**src/rtl/clk_counter_leds_mode_ctrl.sv**
```systemverilog
// Button-driven display mode controller for the DE0-Nano green LEDs: owns the
// free-running clock counter and cycles COUNT -> PAUSE -> SCAN on each KEY[1] press.
module clk_counter_leds_mode_ctrl #(
  parameter int unsigned EXT_CLOCK_FREQ   = 50_000_000,
  parameter int unsigned DEBOUNCE_CYCLES  = 1_000_000,
  parameter int unsigned SCAN_TICK_CYCLES = 5_000_000
) (
  input  logic       EXTCLK,
  input  logic [1:0] KEY,
  output logic [7:0] LEDG
);

  localparam int DB_W   = $clog2(DEBOUNCE_CYCLES + 1);
  localparam int TICK_W = $clog2(SCAN_TICK_CYCLES + 1);
  localparam logic [DB_W-1:0]   DB_LAST   = DB_W'(DEBOUNCE_CYCLES - 1);
  localparam logic [TICK_W-1:0] TICK_LAST = TICK_W'(SCAN_TICK_CYCLES - 1);

  if (EXT_CLOCK_FREQ == 0 || DEBOUNCE_CYCLES < 2 || SCAN_TICK_CYCLES < 1) begin : g_param_check
    $error("clk_counter_leds_mode_ctrl: illegal parameter values");
  end

  typedef enum logic [1:0] {
    ST_COUNT = 2'd0,
    ST_PAUSE = 2'd1,
    ST_SCAN  = 2'd2
  } state_t;

  typedef enum logic {
    DIR_UP   = 1'b0,
    DIR_DOWN = 1'b1
  } dir_t;

  logic              rst_n;
  logic              key_meta;
  logic              key_sync;
  logic              key_db;
  logic [DB_W-1:0]   db_cnt;
  logic              press;
  state_t            state_q;
  state_t            state_d;
  logic [31:0]       clk_counter;
  logic [2:0]        scan_pos;
  dir_t              scan_dir;
  logic [TICK_W-1:0] tick_cnt;
  logic              scan_tick;

  assign rst_n = KEY[0];

  // Synchronizer and debouncer; flops reset to the released level (1) so a
  // button held through reset must be re-qualified before it counts as a press.
  always_ff @(posedge EXTCLK or negedge rst_n) begin
    if (!rst_n) begin
      key_meta <= 1'b1;
      key_sync <= 1'b1;
      key_db   <= 1'b1;
      db_cnt   <= '0;
    end else begin
      // NOTE: non-blocking assignments let key_sync sample the old key_meta,
      // giving the two-stage synchronizer its intended delay.
      key_meta <= KEY[1];
      key_sync <= key_meta;
      if (key_sync == key_db) begin
        db_cnt <= '0;
      end else if (db_cnt == DB_LAST) begin
        key_db <= key_sync;
        db_cnt <= '0;
      end else begin
        db_cnt <= db_cnt + 1'b1;
      end
    end
  end

  // Strobe on the same edge that commits a 1 -> 0 debounced transition.
  assign press     = (key_sync != key_db) && (db_cnt == DB_LAST) && !key_sync;
  assign scan_tick = (tick_cnt == TICK_LAST);

  always_ff @(posedge EXTCLK or negedge rst_n) begin
    if (!rst_n) state_q <= ST_COUNT;
    else        state_q <= state_d;
  end

  // NOTE: default assignment first so every path drives state_d and no latch forms.
  always_comb begin
    state_d = state_q;
    if (press) begin
      case (state_q)
        ST_COUNT: state_d = ST_PAUSE;
        ST_PAUSE: state_d = ST_SCAN;
        ST_SCAN:  state_d = ST_COUNT;
        default:  state_d = ST_COUNT;
      endcase
    end
  end

  always_ff @(posedge EXTCLK or negedge rst_n) begin
    if (!rst_n) begin
      clk_counter <= '0;
      scan_pos    <= '0;
      scan_dir    <= DIR_UP;
      tick_cnt    <= '0;
      LEDG        <= '0;
    end else begin
      if (state_q != ST_PAUSE) clk_counter <= clk_counter + 32'd1;

      if (state_q == ST_PAUSE && press) begin
        scan_pos <= '0;
        scan_dir <= DIR_UP;
        tick_cnt <= '0;
      end else if (state_q == ST_SCAN && !press) begin
        // A press on a tick edge leaves SCAN, so that tick is dropped.
        if (scan_tick) begin
          tick_cnt <= '0;
          if (scan_dir == DIR_UP) begin
            if (scan_pos == 3'd7) begin
              scan_dir <= DIR_DOWN;
              scan_pos <= 3'd6;
            end else begin
              scan_pos <= scan_pos + 3'd1;
            end
          end else begin
            if (scan_pos == 3'd0) begin
              scan_dir <= DIR_UP;
              scan_pos <= 3'd1;
            end else begin
              scan_pos <= scan_pos - 3'd1;
            end
          end
        end else begin
          tick_cnt <= tick_cnt + 1'b1;
        end
      end

      LEDG <= (state_q == ST_SCAN) ? (8'b1 << scan_pos) : clk_counter[31:24];
    end
  end

endmodule

```
**config.mk**
```make
export PLATFORM = sky130hd
export DESIGN_NAME = clk_counter_leds_mode_ctrl
export DESIGN_NICKNAME = d
export VERILOG_FILES = /design/src/rtl/clk_counter_leds_mode_ctrl.sv
export SDC_FILE = /design/constraint.sdc
export NUM_CORES = 1
export LEC_CHECK = 0
export CORE_MARGIN = 1
export CORE_UTILIZATION = 55
export CTS_BUF_LIST = sky130_fd_sc_hd__clkbuf_2
export CTS_CLUSTER_DIAMETER = 80
export DETAILED_ROUTE_END_ITERATION = 6
export PLACE_DENSITY = 0.76
export SYNTH_ARGS = -nofsm -noshare
export SYNTH_HDL_FRONTEND = slang
export SYNTH_SLANG_ARGS = --single-unit
```
**constraint.sdc**
```tcl
create_clock -name EXTCLK -period 4.3 [get_ports EXTCLK]
set_clock_uncertainty 0.05 [all_clocks]
set_input_delay 0.43 -clock EXTCLK [delete_from_list [all_inputs] [get_ports EXTCLK]]
set_output_delay 0.43 -clock EXTCLK [all_outputs]
set_load 0.01 [all_outputs]
```
==> results.py <==
metrics = {
    "synthesis": {
        "syn_area_um2": 4838,
        "synth_cells": 492,
        "async_flop_share_pct": 100.0,
        "synth_edf_count": 0,
        "yosysWarnings": 0,
        "synthFlopType": "dfrtp_1",
        "syn-num-nets": 505,
        "yosysSeqAreaShare_pct": 47.66,
        "postSynthAreaPerCell_um2": 9.834,
        "synth_seq_cells": 92,
        "synth_cell_type_count": 55,
    },
    "cells_and_area": {
        "syn_to_final_growth_pct": 5.586,
        "layout.nets": 504,
        "final_cell_mix": "89 x dfrtp_1, 56 x nand2_1, 38 x nor2_1, 32 x nand3_1, 28 x xnor2_1",
        "post-route-util_pct": 60.95,
        "final_common_cell": "dfrtp_1",
        "diodes": 0,
        "final_area_um2": 5109,
        "drive_above_1_share_pct": 8.468,
    },
    "worst_setup_path": {
        "path_max_fanout": 15,
        "cp_cell_sequence": "nor4_1, and3_1, and2_1, o21ai_0, a31o_2",
        "crit_slowest_cell": "dfrtp_1",
        "required_ns": 4.72,
        "critPathKind": "reg2reg",
        "cp_num_buf_inv": 0,
        "cpPeakStageDelay_ns": 0.60,
        "cp-end-kind": "flip-flop",
        "crit_family": "simple AND/OR/NAND/NOR gates",
        "cp_data_arrival_time_ns": 3.06,
        "critPathLaunchType": "flip-flop",
    },
    "global_routing": {
        "grt_max_degree": 57,
        "antenna_found_initial": 0,
        "gr-usage-all-layers_pct": 22.76,
        "grt_pass1_wl_um": 16120,
        "gr-total-overflow": 0,
        "grt_pass1_vias": 3394,
    },
    "power": {
        "combPwrFrac_pct": 1.8,
        "internal-power_mw": 1.079,
        "power.switching_uw": 324.8,
        "powerDensity_nw_per_um2": 274.8,
        "p_clk_share_pct": 35.9,
        "worst_ir_drop_vdd_mv": 0.1783,
        "p_seq_share_pct": 62.3,
        "swShare_pct": 23.13,
        "leakagePower_nw": 2.165,
    },
    "drt": {
        "drt_iter0_drc": 207,
        "dr_wl_met3_um": 434,
        "firstDrtPassIters": 6,
        "met2_length_um": 4315,
        "vias_per_cell": 6.012,
        "via_count": 3613,
        "ant_nets": 0,
        "drc_errors": 0,
        "wl_met1_um": 4410,
        "dr.max_layer_used": "met4",
        "wirelength_um": 9260,
        "drt-wirelength-per-cell_um": 15.41,
    },
    "clocking": {
        "cts_sinks": 92,
        "cts_max_level": 3,
        "cts.clk_slew.worst_paths_ns": 0.26,
        "cts_tree": "built",
        "cts_buffer_depth": 2,
        "ctsResizeCount": 0,
        "clkLatencyLatePin_ns": 0.54,
        "postCtsSetupBuffers": 0,
        "hold_buffers": 1,
        "cts_made_buffers": 9,
        "root_buffer": "clkbuf_2",
    },
    "floorplanning": {
        "core-area_um2": 8382,
        "rows": 33,
        "dieArea_um2": 9176,
        "start_util_pct": 57.73,
        "fp.dieW_um": 95.79,
        "io_pins": 11,
        "die_y_um": 95.79,
    },
    "sta": {
        "post-route-min-period_ns": 2.636,
        "worst_pin_slew_ns": 1.132,
        "hold_viol": 0,
        "setup_violations": 0,
        "tns_ns": 0,
        "slew_headroom_pct": 24.18,
        "setup_ws_ns": 1.664,
        "hold_slack_ns": 0.2098,
        "final.period_utilization_pct": 61.31,
        "grt_setup_unrepaired": "no",
        "clock.fmax_mhz": 379.3,
        "final_max_slew_viol_count": 0,
    },
    "outcome": {
        "status": "finished clean",
    },
    "place": {
        "hpwl_um": 6289,
        "pre_cts_ws_ns": 1.738,
        "placed_area_um2": 4955,
        "portBuffers": 10,
        "place_congestion": 0.8313,
    },
    "worst_hold_path": {
        "holdCritPathClass": "in2reg",
    },
    "job": {
        "drv_cap": 0,
    },
}
## layer usage
metal | vias up | GRT usage, %
li1 | 1762 | -
met1 | 1749 | 30.75
met2 | 92 | 37.38
met3 | 10 | 5.292
met4 | 0 | 5.100
met5 | - | 0
## power groups by stage
stage               Clock [mW]  Sequential (mW)  Combinational [mW]
floorplan                    0            0.888             0.00587
global placement             0            0.888              0.0264
detailed placement           0            0.888              0.0264
CTS                      0.525            0.874              0.0274
global route             0.562            0.876              0.0307
finish                   0.504            0.874              0.0256
## state kept, by name, indices dropped and copies added, names as in the netlist
register     flops
LEDG             8
clk_counter     32
db_cnt          20
key_db           1
key_meta         1
key_sync         1
scan_dir         1
scan_pos         3
state_q          2
tick_cnt        23
## through the flow
| step | power [mW] | instances |
|---|---|---|
| floorplan | 0.8938 | 492 |
| global placement | 0.9144 | 584 |
| detailed placement | 0.9147 | 584 |
| CTS | 1.427 | 601 |
| global route | 1.468 | 601 |
| finish | 1.404 | 601 |
## synth_stat cells (9+ instances only)
master	instances	area, um^2
dfrtp_1	89	2227
nor2_1	38	142.6
o21ai_0	19	95.09
nand4_1	22	137.6
a21oi_1	20	100.1
xnor2_1	28	245.2
nand2_1	56	210.2
inv_1	9	33.78
ha_1	10	125.1
xor2_1	22	192.7
and3_1	18	112.6
clkbuf_1	14	52.55
nand3_1	32	160.2
## worst paths after layout
kind | slack [ns] | end | cells past startpoint | start
hold reg to reg | 0.33 | key_sync | 0 | key_meta
hold / removal | 0.21 | key_meta | 1 | KEY[1]
max in group asynchronous | 2.89 | key_sync | 3 | KEY[0]
setup / recovery | 1.66 | tick_cnt[9] | 5 | tick_cnt[10]
setup reg to reg | 1.66 | tick_cnt[9] | 5 | tick_cnt[10]
min in group asynchronous | 0.35 | LEDG[5] | 2 | KEY[0]
## cells by family (layout without fill, tap and decap cells)
kind of cell	after synthesis	count (layout)	synth area share, %
AND/OR/NAND/NOR	230	230	26.48
flip-flops	92	92	47.66
AO/OA/AOI/OAI	71	71	9.801
XOR/XNOR	50	50	9.051
buffers and inverters	34	38	3.336
adder cells (fa/ha/maj)	10	10	2.586
multiplexers	5	5	1.086
## area by class of cell
class	instances	area (um^2)
Inverter	9	33.78
Timing Repair Buffer	13	122.6
Multi-Input combinational cell	366	2371
Tap cell	105	131.4
Clock inverter	6	93.84
Fill cell	710	3273
Clock buffer	10	50.05
Sequential cell	92	2306
Power figures use the tool's default switching activity.
==> variant (config.mk and constraints unchanged) <==
Encoding of `state_t`: now one-hot (3 bits for 3 states).
--- a/src/rtl/clk_counter_leds_mode_ctrl.sv
+++ b/src/rtl/clk_counter_leds_mode_ctrl.sv
@@ -20,8 +20,8 @@
   end
 
-  typedef enum logic [1:0] {
-    ST_COUNT = 2'd0,
-    ST_PAUSE = 2'd1,
-    ST_SCAN  = 2'd2
+  typedef enum logic [2:0] {
+    ST_COUNT = 3'b001,
+    ST_PAUSE = 3'b010,
+    ST_SCAN  = 3'b100
   } state_t;
 
Behaviour: no difference found for any inputs over 10 cycles, from zero or initial values; not proved beyond that.
==> variant against the original RTL <==
Clock power shrank 27%. Fmax shrank 8.0%. Wire length shrank 9.2%. Synthesized area shrank 4.0%. Final area shrank 3.5%. Setup slack lost 0.23 ns. Sequential cell count grew 1. Total power shrank 8.8%. Critical path type unchanged.
==> variant: results (changes against the original RTL) <==
timing:
  max_freq_ghz: 0.349  # -8.0%
  hold_ws_ns: 0.269  # +0.0593 ns
pwr:
  ir_drop_v: 0.000114  # -36%
global_routing:
  grt.met2_usage_pct: 34.4  # -3.0 points
  grt_use_met3_pct: 3.16  # -2.1 points
  grt_use_met1_pct: 28.2  # -2.5 points
  grt_pass1_vias: 3191  # -6.0%
  grt_first_pass_wirelength_mm: 14.5  # -10%
  grt_max_degree: 55  # -3.5%
  grtUsageTotal_pct: 20.8  # -2.0 points
critical_path:
  critPathLaunchType: "register"
  cpPeakStageDelay_ns: 0.76  # +0.16 ns
  reg2reg_to: "tick_cnt[15]$_DFFE_PN0P_"
  ff2ff_setup_slack_ns: 1.43  # -0.23 ns
  cp.arrival_ns: 3.20  # +0.14 ns
  slowest_stage: "nor4_1"
  cp_max_fo: 11  # -4
route:
  num_vias: 3339  # -7.6%
  totalWireLength_mm: 8.41  # -9.2%
  drt-initial-drc-count: 144  # -30%
logic_synthesis:
  synth_mux_area_share_pct: 0.673  # -0.41 points
  synth_compound_area_share_pct: 8.16  # -1.6 points
  synth_area_leaders: "dfrtp_1, xnor2_1, nand2_1"
  synth_nets: 486  # -3.8%
  synth_xor_area_share_pct: 11.3  # +2.3 points
  synth-adder-area-share_pct: 2.69  # +0.11 points
  avgSynthCellArea_sq_um: 9.82  # -0.15%
  ys_top_cells_by_count: "dfrtp_1, nand2_1, nor2_1, xnor2_1, nand3_1"
run_status:
  status: "completed"
place:
  dpl.cell_count: 577  # -1.2%
  pre_cts_ws_ns: 1.58  # -0.161 ns
  hpwl_mm: 6.00  # -4.7%
  gp_congestion: 0.896  # +7.8%
  post_dp_cell_area_sq_um: 4820  # -2.6%
cells_and_area:
  nets: 497  # -1.4%
  drive_gt1_share_pct: 7.57  # -0.90 points
[variant: power by group]
part           internal, uW  switching, uW
logic                  5.93           21.4
registers               881           2.27
clock network          78.3            291
total                   965            315
[variant: area by class of cell]
| cell class | instances | area, sq um |
|---|---|---|
| clock buffer | 9 | 45.0 |
| clock inverter | 7 | 51.3 |
| fill | 685 | 3240 |
| inverter | 15 | 56.3 |
| multi-input combinational | 352 | 2190 |
| sequential | 93 | 2330 |
| tap | 105 | 131 |
| timing repair buffer | 13 | 123 |
[variant: logic make-up (layout without fill, tap and decap cells)]
kind of cell	count (synthesis)	count (layout)
adder cells (fa/ha/maj)	10	10
multiplexers	3	3
flip-flops	93	93
buffers and inverters	28	44
AND/OR/NAND/NOR	225	225
XOR/XNOR	60	60
AO/OA/AOI/OAI	54	54
[variant: layer usage]
layer / up-vias / share of wire [%]
met5: - / 0
met4: 0 / 0.49
met3: 4 / 2.9
met2: 53 / 50
met1: 1630 / 46
li1: 1652 / -
